**src/rtl/serial_sub.sv**
```systemverilog
// Bit-serial subtractor: {b_out, d} = a - b - b_in, one bit per clock, LSB first.
// Operands are captured on the accepting edge; the result registers change only on entry to DONE.
module serial_sub #(
    parameter int WIDTH = 4
) (
    input  logic             clk,
    input  logic             rst_n,
    input  logic             start,
    input  logic [WIDTH-1:0] a,
    input  logic [WIDTH-1:0] b,
    input  logic             b_in,
    output logic             busy,
    output logic             done,
    output logic [WIDTH-1:0] d,
    output logic             b_out
);

    localparam int CNT_W = $clog2(WIDTH + 1);

    typedef enum logic [1:0] {
        S_IDLE,
        S_RUN,
        S_DONE
    } state_t;

    state_t           r_state;
    logic [WIDTH-1:0] r_a;
    logic [WIDTH-1:0] r_b;
    logic [WIDTH-1:0] r_res;
    logic             r_br;
    logic [CNT_W-1:0] r_cnt;
    logic [WIDTH-1:0] r_d;
    logic             r_bout;
    logic             r_busy;
    logic             r_done;

    logic             w_ai;
    logic             w_bi;
    logic             w_diff;
    logic             w_br_next;
    logic             w_last;
    logic [WIDTH-1:0] w_res_next;

    assign w_ai       = r_a[0];
    assign w_bi       = r_b[0];
    assign w_diff     = w_ai ^ w_bi ^ r_br;
    assign w_br_next  = (~w_ai & w_bi) | (~(w_ai ^ w_bi) & r_br);
    assign w_last     = (r_cnt == CNT_W'(WIDTH - 1));
    // Difference bits enter at the MSB so that after WIDTH shifts bit 0 sits at the LSB.
    assign w_res_next = {w_diff, r_res[WIDTH-1:1]};

    always_ff @(posedge clk or negedge rst_n) begin
        if (!rst_n) begin
            r_state <= S_IDLE;
            r_a     <= '0;
            r_b     <= '0;
            r_res   <= '0;
            r_br    <= 1'b0;
            r_cnt   <= '0;
            r_d     <= '0;
            r_bout  <= 1'b0;
            r_busy  <= 1'b0;
            r_done  <= 1'b0;
        end else begin
            case (r_state)
                S_IDLE: begin
                    r_done <= 1'b0;
                    if (start) begin
                        r_a     <= a;
                        r_b     <= b;
                        r_br    <= b_in;
                        r_res   <= '0;
                        r_cnt   <= '0;
                        r_busy  <= 1'b1;
                        r_state <= S_RUN;
                    end
                end
                S_RUN: begin
                    r_a   <= r_a >> 1;
                    r_b   <= r_b >> 1;
                    r_br  <= w_br_next;
                    r_res <= w_res_next;
                    r_cnt <= r_cnt + CNT_W'(1);
                    if (w_last) begin
                        r_d     <= w_res_next;
                        r_bout  <= w_br_next;
                        r_busy  <= 1'b0;
                        r_done  <= 1'b1;
                        r_state <= S_DONE;
                    end
                end
                S_DONE: begin
                    r_done  <= 1'b0;
                    r_state <= S_IDLE;
                end
                default: begin
                    r_busy  <= 1'b0;
                    r_done  <= 1'b0;
                    r_state <= S_IDLE;
                end
            endcase
        end
    end

    assign busy  = r_busy;
    assign done  = r_done;
    assign d     = r_d;
    assign b_out = r_bout;

endmodule
```
**config.mk**
```make
export PLATFORM = sky130hd
export DESIGN_NAME = serial_sub
export DESIGN_NICKNAME = d
export VERILOG_FILES = /design/src/rtl/serial_sub.sv
export SDC_FILE = /design/constraint.sdc
export NUM_CORES = 1
export LEC_CHECK = 0
export BUFFER_PORTS_ARGS = -buffer_cell sky130_fd_sc_hd__buf_2
export CORE_MARGIN = 1
export CORE_UTILIZATION = 40
export DETAILED_ROUTE_END_ITERATION = 8
export GPL_ROUTABILITY_DRIVEN = 0
export SLEW_MARGIN = 20
export SYNTH_ARGS = -nofsm -noshare
export SYNTH_HDL_FRONTEND = slang
export SYNTH_SLANG_ARGS = --single-unit
```
**constraint.sdc**
```tcl
create_clock -name clk -period 1.5 [get_ports clk]
set_input_delay 0.15 -clock clk [delete_from_list [all_inputs] [get_ports clk]]
set_output_delay 0.15 -clock clk [all_outputs]
set_load 0.01 [all_outputs]
```
# Yosys cells after proc, flatten, opt, wreduce, memory -nomap -nowiden
# Cells that the tools add are included.
# op_classes
eq_ne	5
muxes	18
n_reduce_logical	6
bitwise	8
addsub	1
# op_table
op	n
4-bit one-hot mux with 2 select lines	3
4-bit 2-to-1 mux	3
3-bit one-hot mux with 2 select lines	1
2-bit AND reduction	3
1-bit 2-to-1 mux	5
2-bit 2-to-1 mux	2
2-bit != test (second input constant)	2
2-bit one-hot mux with 2 select lines	1
3-bit by 1-bit adder with 3-bit output (second input constant)	1
3-bit by 2-bit equality test with 1-bit output (second input constant)	1
3-bit 2-to-1 mux	1
1-bit inverter	3
1-bit one-hot mux with 3 select lines	1
3-bit AND reduction	1
1-bit AND	2
2-bit by 1-bit equality test with 1-bit output (second input constant)	1
2-bit equality test (second input constant)	1
2-bit logical NOT	1
1-bit one-hot mux with 2 select lines	1
2-bit nonzero test	1
1-bit bitwise XOR	2
1-bit bitwise OR	1
# totals
out_inout_bits	7
in_bits	12
ff_bits	25
elab_cells	48

# Logic depth before layout (Yosys ltp)
# Gate-level depths: netlist of run 1.
# logic_depth
depth_word	5
depth_mapped	5
mapped_depth_nobuf	5

# Worst setup path after synthesis of run 1
# Ideal clock, no wire load.
# synth_path
path_kind	register -> register
from	register r_cnt[0]
to	register r_d[0] (netlist: d[0])
required_ns	1.375
arrival_ns	1.233
path_slack_ns	0.142
n_path_buf	0
path_stages_with_launch	5
period_less_slack_ns	1.358
setup_ns	0.125
cell_sequence	dfrtp_1 > ha_1 > ha_1 > nand3b_4 > mux2_4
# synth_via
elab_chain_cells	2
# synth_rtl
item	line_no	source
start, declared	31	logic [CNT_W-1:0] r_cnt;
start signal, assigned	83	r_cnt <= r_cnt + CNT_W'(1);
3-bit by 2-bit equality test with 1-bit output	48	assign w_last = (r_cnt == CNT_W'(WIDTH - 1));
2-bit AND reduction (no line)	--	
end signal, assigned	85	r_d <= w_res_next;
end, declared	32	logic [WIDTH-1:0] r_d;
# No other way between the ends.
# A chain may end at the register's enable or synchronous reset.

# Worst setup path after layout of run 1
# layout_path
from	register r_cnt[0]
to	register r_d[3] (netlist: d[3])
# The elaborated chain is that of the path after synthesis.

==> results of run 1 <==
-- layout make-up --
cell class | instances | area [um2] | share of cell area (%)
clock inverter | 1 | 30.0 | 2.35
tap | 30 | 37.5 | 2.93
timing repair buffer | 21 | 115 | 8.99
clock buffer | 3 | 22.5 | 1.76
sequential | 24 | 601 | 46.9
multi-input combinational | 57 | 452 | 35.3
inverter | 6 | 22.5 | 1.76
-- synth_stat cells (2+ instances only) --
master / n / share of area (%)
a21oi_1: 5 / 2.3
a22o_1: 4 / 3.2
buf_4: 3 / 2.0
dfrtp_1: 24 / 54
ha_1: 2 / 2.3
inv_1: 4 / 1.4
inv_2: 2 / 0.68
mux2_4: 4 / 5.4
nand2_1: 5 / 1.7
nand2b_1: 2 / 1.1
nand3b_1: 2 / 1.4
nor2_1: 6 / 2.0
o21ai_1: 5 / 2.3
o221a_1: 2 / 2.0
o22ai_1: 9 / 5.1
-- worst min-delay path, stage by stage --
cell and delay (ps):
buf_2 90, nand2_1 50, o21ai_1 50
-- sequential cells by signal (all words and copies together) (netlist names) --
| register | cells |
|---|---|
| r_cnt | 3 |
| r_res | 3 |
| b_out | 1 |
| r_br | 1 |
| done | 1 |
| d | 4 |
| r_state | 2 |
| r_b | 4 |
| busy | 1 |
| r_a | 4 |
-- kinds of logic after synthesis --
logic type | share of synthesized area [%]
compound gates | 19.6
flops | 54.3
simple gates | 11.5
buf+inv | 5.09
mux | 5.43
fa+ha+maj | 4.07
-- power by group --
group | switching, mW | internal (mW) | leakage (nW)
logic | 0.557 | 0.569 | 0.300
clock network | 0.202 | 0.270 | 0.0279
registers | 0.241 | 0.935 | 0.296
total | 1.00 | 1.77 | 0.624
-- how the worst min path moves through the flow --
stage          endpoint  slack [ps]  depth (start not counted)
3_5_place_dp     r_b[3]         160                          1
3_3_place_gp     r_b[2]         160                          1
4_1_cts          r_b[3]          40                          3
2_1_floorplan     b_out        -150                          0
5_1_grt          r_b[3]          70                          3
6_report         r_b[3]          50                          3
-- metal layers --
metal | wire length [um] | vias up | global-route usage (%)
met1 | 1050 | 361 | 25.3
met3 | 65 | 2 | 2.50
met5 | 0 | - | 0
li1 | - | 372 | -
met2 | 917 | 13 | 23.1
met4 | 16 | 0 | 6.41
-- what timing repair did --
| action | CTS | global route |
|---|---|---|
| hold buffers | 1 | 0 |
| endpoints found under the hold margin | 24 | 0 |
| gates resized for setup | 0 | 1 |
| endpoints found under the setup margin | 0 | 2 |
==> impl_metrics.ini, run 1 <==
[logic_synthesis]
avgSynthCellArea_um2 = 12.2
netlist-cell-type-count = 27
async_flop_share_pct = 100
synth_edf_count = 0
synth-seq-area-share_pct = 54.3
ys_ff_latch = 24
ys_warn_count = 0
synth_area_um2 = 1110
synth.net_count = 106
synth_cells = 91
synth_flop_cell = dfrtp_1

[timing]
min_period_over_period_pct = 93.2
setup-violations-final = 0
fmax_mhz = 715
rsz0062_at_grt = no
hold_viol = 0
clock-skew-final_ps = 2.13
fin_ws_ps = 102
slew_viol_final = 0
fin_crit_ps = 1400
tightest_slew_ps = 524
whs_ps = 46.2
finalSetupTns_ps = 0
max-slew-margin-rel_pct = 65.1

[clock_network]
clockBufferDepth = 2
clkLatencyLatePin_ps = 320
path_clk_slew_ps = 140
root_buffer = clkbuf_4
cts_buffers = 3
htreeDepth = 1
cts_sinks = 24
postCtsSetupBuffers = 0
cts_tree = done

[final_layout]
num-fill-cells = 233
final_nets = 128
areaGrowthSynthToFinish_pct = 15.7
final_cell_area_um2 = 1280
final_cells = 142
drive_above_1_share_pct = 33.0
utilization_pct = 50.3
final_common_cell = dfrtp_1
diodes = 0
final_cell_mix = dfrtp_1 (24), buf_2 (18), o22ai_1 (9)

[place]
io_buffer_count = 18
placed_cells = 137
postPlaceCellArea_um2 = 1210
place_ws_ps = 55.5
dp_hpwl_um = 1490

[worst_setup_path]
slowest_delay_ps = 430
reg2reg_depth = 4
crit_required_ps = 1720
cp-start-kind = register
crit_path_top_delay_cell = dfrtp_1
worstPathCellList = ha_1 > ha_2 > nand3b_4 > mux2_4
rr_startpoint = r_cnt[0]
crit_family = flip-flops
worst-path-stages = 4
crit_end = d[3]
arrival_ps = 1620
crit_start = r_cnt[0]
worst-path-max-fanout = 7
r2r_end = d[3]
critPathCaptureType = register
crit_buf_inv = 0
r2r_slack_ps = 100
crit_type = reg -> reg

[global_route]
grt_antenna_before_repair = 0
grt_pass1_vias = 698
grt_max_degree = 25
grt_remaining_overflow = 0
grt_use_total_pct = 16.5
grt_pass1_wl_um = 3410

[detailed_routing]
ant_nets = 0
vias_per_cell = 5.27
first_pass_iters = 4
routed_wirelength_um = 2050
via_count = 748
routedWlPerCell_um = 14.4
drc = 0
first_iter_violations = 7

[power]
totalPowerFinal_mw = 2.77
p_leak_nw = 0.624
ir_drop_v = 0.00127
powerDensity_nw_per_um2 = 2170

[floorplanning]
core_area_um2 = 2540
dieArea_um2 = 2980
num_rows = 18
chipHeight_um = 54.6
io_pins = 19
initial_core_util_pct = 43.5
die_x_um = 54.6

[flow_run]
drv_cap = 0

[status]
status = complete, no violations

[hold_path]
min_from = b[3]
min_path_type = in -> reg
(Power assumes the default switching activity.)
==> run 2, diff against run 1 <==
--- a/config.mk
+++ b/config.mk
@@ -10,6 +10,7 @@
 export CORE_UTILIZATION = 40
 export DETAILED_ROUTE_END_ITERATION = 8
 export GPL_ROUTABILITY_DRIVEN = 0
+export SETUP_SLACK_MARGIN = 0.4
 export SLEW_MARGIN = 20
 export SYNTH_ARGS = -nofsm -noshare
 export SYNTH_HDL_FRONTEND = slang
==> impl_metrics.ini, run 2 (synthesis gave the netlist of run 1 again) <==
[worst_setup_path]
crit_family = flip-flops
rr_startpoint = r_cnt[0]
worst-path-max-fanout = 5
worstPathCellList = ha_4 > ha_4 > nand3b_4 > mux2_4
r2r_slack_ps = 190
critPathCaptureType = register
crit_type = reg -> reg
crit_path_top_delay_cell = dfrtp_1
r2r_end = d[0]
crit_required_ps = 1720
reg2reg_depth = 4
arrival_ps = 1540
path_common_cell = ha_4
slowest_delay_ps = 440
crit_buf_inv = 0
cp-start-kind = register

[timing]
tightest_slew_ps = 547
setup-violations-final = 0
min_period_over_period_pct = 87.6
hold_viol = 0
max-slew-margin-rel_pct = 63.5
fin_crit_ps = 1310
finalSetupTns_ps = 0
rsz0062_at_grt = yes
fmax_mhz = 761
clock-skew-final_ps = 9.97
slew_viol_final = 0

[clock_network]
root_buffer = clkbuf_4
cts_tree = done
cts_sinks = 24
path_clk_slew_ps = 140
clkLatencyLatePin_ps = 320
cts_buffers = 3
clockBufferDepth = 2
htreeDepth = 1

[final_layout]
final_common_cell = dfrtp_1
final_nets = 139
multiInputGateArea_um2 = 538
drive_above_1_share_pct = 51.2
final_cell_mix = dfrtp_1 (22), buf_2 (18), buf_4 (10)
num-fill-cells = 214
areaGrowthSynthToFinish_pct = 33.4
diodes = 0
ff_latch_area_um2 = 603

[global_route]
grt_use_met2_pct = 27.5
grt_util_met3_pct = 6.39
grt_max_degree = 25
grt_pass1_vias = 781
grt_antenna_before_repair = 0
grt-busiest-layer = met2
grt_use_total_pct = 17.5
grt_remaining_overflow = 0
grt_pass1_wl_um = 3550
grtUsageMet1_pct = 22.0

[power]
p_leak_nw = 0.700
powerDensity_nw_per_um2 = 2180
totalPowerFinal_mw = 3.21
ir_drop_v = 0.00130

[detailed_routing]
vias_per_cell = 5.17
drc = 0
routed_wirelength_um = 2290
ant_nets = 0
via_count = 791
first_iter_violations = 9
routedWlPerCell_um = 15.0
first_pass_iters = 3

[flow_run]
drv_cap = 0

[floorplanning]
io_pins = 19
die_x_um = 54.6
dieArea_um2 = 2980
num_rows = 18
chipHeight_um = 54.6
core_area_um2 = 2540
initial_core_util_pct = 43.5

[place]
dp_hpwl_um = 1470
io_buffer_count = 18

[hold_path]
min_to = r_b[3]
min_from = b[3]
whs_path_depth = 3
min_path_type = in -> reg

[status]
status = complete, no violations
==> run 2: repair_timing <==
item,CTS,global route
resized for setup,11,11
endpoints found under the hold margin,24,0
endpoints found under the setup margin,21,17
buffers inserted,7,4
hold buffers,1,0
pin swaps,4,6
==> run 2: per-layer routing <==
| layer | wire length (um) | part of all wire, % |
|---|---|---|
| met1 | 1110 | 49 |
| met5 | 0 | 0 |
| met4 | 9 | 0.39 |
| met3 | 65 | 2.8 |
| met2 | 1100 | 48 |
==> run 2: worst min-delay path: stages <==
cell     delay, ps
buf_2          100
nand2_1         50
o21ai_1         50
==> run 2: layout make-up <==
cell class / count / area share [%]
Sequential cell: 24 / 40.9
Multi-Input combinational cell: 57 / 36.5
Timing Repair Buffer: 32 / 15.0
Tap cell: 30 / 2.54
Clock inverter: 1 / 2.04
Clock buffer: 3 / 1.53
Inverter: 6 / 1.53
==> run 2: where the power goes <==
| group | internal, mW | switching, mW | leakage, nW |
|---|---|---|---|
| Sequential | 0.940 | 0.212 | 0.293 |
| Clock | 0.270 | 0.199 | 0.0279 |
| Combinational | 0.870 | 0.721 | 0.378 |
==> run 2: worst max-delay path by stage <==
stage / start / end / slack [ps] / cells past startpoint
6_report: r_cnt[0] / d[0] / 190 / 4
5_1_grt: r_cnt[0] / d[0] / 140 / 4
4_1_cts: r_cnt[0] / d[0] / 170 / 4
3_5_place_dp: r_cnt[0] / d[2] / 160 / 4
3_3_place_gp: r_state[1] / r_b[0] / 210 / 2
2_1_floorplan: r_cnt[0] / d[0] / 240 / 4
==> run 2: metrics by stage <==
stage	setup WS [ps]	cells	utilization (%)	instance area (um2)	hold WS (ps)
finish	187	153	58.0	1480	55.5
CTS	170	149	54.5	1390	41.4
global route	140	153	58.0	1480	46.1
global placement	209	137	48.4	1230	165
floorplan	237	91	-	1120	-146
detailed placement	164	137	48.4	1230	169
==> run 3, diff against run 2 <==
--- a/config.mk
+++ b/config.mk
@@ -5,12 +5,14 @@
 export SDC_FILE = /design/constraint.sdc
 export NUM_CORES = 1
 export LEC_CHECK = 0
+export ABC_AREA = 1
 export BUFFER_PORTS_ARGS = -buffer_cell sky130_fd_sc_hd__buf_2
 export CORE_MARGIN = 1
 export CORE_UTILIZATION = 40
 export DETAILED_ROUTE_END_ITERATION = 8
 export GPL_ROUTABILITY_DRIVEN = 0
 export SETUP_SLACK_MARGIN = 0.4
+export SKIP_CTS_REPAIR_TIMING = 1
 export SLEW_MARGIN = 20
 export SYNTH_ARGS = -nofsm -noshare
 export SYNTH_HDL_FRONTEND = slang
==> impl_metrics.ini, run 3 <==
[power]
powerDensity_nw_per_um2 = 2100
totalPowerFinal_mw = 2.90
p_leak_nw = 0.740
ir_drop_v = 0.00130

[place]
dp_hpwl_um = 1520
io_buffer_count = 18
place_ws_ps = 139
postPlaceCellArea_um2 = 1250

[floorplanning]
chipHeight_um = 55.2
die_x_um = 55.2
dieArea_um2 = 3050
core_area_um2 = 2570
initial_core_util_pct = 44.2
num_rows = 18
io_pins = 19

[worst_setup_path]
arrival_ps = 1420
cp-start-kind = register
crit_required_ps = 1730
critPathCaptureType = register
worst-path-max-fanout = 2
crit_type = reg -> reg

[final_layout]
multiInputGateArea_um2 = 452
drive_above_1_share_pct = 30.1
diodes = 0
final_cell_area_um2 = 1380
final_cell_mix = nand2_1 (30), nand3_1 (23), dfrtp_1 (23)
areaGrowthSynthToFinish_pct = 21.9
ff_latch_area_um2 = 602
final_nets = 173
final_common_cell = nand2_1
num-fill-cells = 255

[global_route]
grt_remaining_overflow = 0
grt_pass1_vias = 808
grt_antenna_before_repair = 0
grt_use_total_pct = 14.7
grt_pass1_wl_um = 3540
grt_max_degree = 25

[clock_network]
clockBufferDepth = 2
clkLatencyLatePin_ps = 300
htreeDepth = 1
root_buffer = clkbuf_4
path_clk_slew_ps = 120
cts_sinks = 24
cts_buffers = 3
cts_tree = done

[logic_synthesis]
yosys.cell_count.top_type = nand2_1
avgSynthCellArea_um2 = 8.72
synth-seq-area-share_pct = 53.0
ys_warn_count = 0
synth.net_count = 145
synth_edf_count = 0
synth.area.top_cells = dfrtp_1 (53%), nand3_1 (11%), nand2_1 (10%)
synth_cells = 130
netlist-cell-type-count = 18
async_flop_share_pct = 100
yosysTopAreaCell = dfrtp_1
synth_area_um2 = 1130
ys_ff_latch = 24
synth_flop_cell = dfrtp_1
yosys-top-cells-count = nand2_1 (31), dfrtp_1 (24), nand3_1 (24), inv_1 (20), o21ai_0 (6)
yosysTopAreaCellShare_pct = 53.0

[timing]
tightest_slew_ps = 542
fin_crit_ps = 1190
fin_ws_ps = 308
setup-violations-final = 0
clock-skew-final_ps = 1.83
max-slew-margin-rel_pct = 63.8
min_period_over_period_pct = 79.5
fmax_mhz = 839
rsz0062_at_grt = yes
hold_viol = 0
whs_ps = 39.5
finalSetupTns_ps = 0
slew_viol_final = 0

[detailed_routing]
first_pass_iters = 4
routedWlPerCell_um = 11.9
drc = 0
vias_per_cell = 4.85
via_count = 902
first_iter_violations = 27
ant_nets = 0
routed_wirelength_um = 2210

[flow_run]
drv_cap = 0

[hold_path]
min_path_type = in -> reg

[status]
status = complete, no violations
==> run 3: cell count changes after synthesis, moves of 4 or more <==
cell and delta:
a22o_1 -4, a21oi_1 -5, mux2_4 -4, o21ai_0 +6, nand2_1 +26, o22ai_1 -9
nand3_1 +24, inv_1 +16
==> run 3: final timing paths <==
kind | cells after the start | end | start | slack (ps)
min in group asynchronous | 2 | d[2] | rst_n | 350
setup reg to reg | 4 | r_res[3] | r_br | 310
hold reg to reg | 2 | d[1] | d[1] | 500
max in group asynchronous | 2 | r_state[0] | rst_n | 760
setup / recovery | 4 | r_res[3] | r_br | 310
hold / removal | 3 | r_a[3] | a[3] | 40
==> run 3: final cells by class <==
cell class | instances | share of cell area (%)
tap | 30 | 2.72
inverter | 22 | 6.16
clock buffer | 3 | 1.63
multi-input combinational | 79 | 32.7
timing repair buffer | 28 | 13.2
sequential | 24 | 43.6
==> run 3: worst max-delay path, stage by stage, from the launching register on <==
cell and delay (ps):
dfrtp_1 390, inv_2 50, fa_2 560, nand2_1 50
o21ai_1 70
==> run 3: stage by stage <==
step,std cells,utilization [%]
after floorplan,130,-
after global placement,176,48.7
after detailed placement,176,48.7
after CTS,179,49.6
after global routing,186,53.8
final,186,53.8
==> run 3: routing by layer <==
metal | part of all wire (%) | GRT usage [%] | vias up
li1 | - | - | 459
met1 | 50 | 20.5 | 427
met2 | 46 | 22.7 | 14
met3 | 2.7 | 2.34 | 2
met4 | 0.82 | 6.43 | 0
met5 | 0 | 0 | -
==> run 3: where the power goes <==
part | internal, mW | total (mW) | leakage (nW) | switching [mW]
Sequential | 0.946 | 1.13 | 0.301 | 0.181
Clock | 0.0935 | 0.263 | 0.0138 | 0.169
Combinational | 0.662 | 1.51 | 0.425 | 0.850
Total | 1.70 | 2.90 | 0.740 | 1.20
==> run 3: cells by family after synthesis <==
group | Yosys count | share of synthesized area [%]
flip-flops | 24 | 53.0
adder cells (fa/ha/maj) | 3 | 3.97
AND/OR/NAND/NOR | 64 | 25.8
AO/OA/AOI/OAI | 12 | 5.63
buffers and inverters | 27 | 11.6
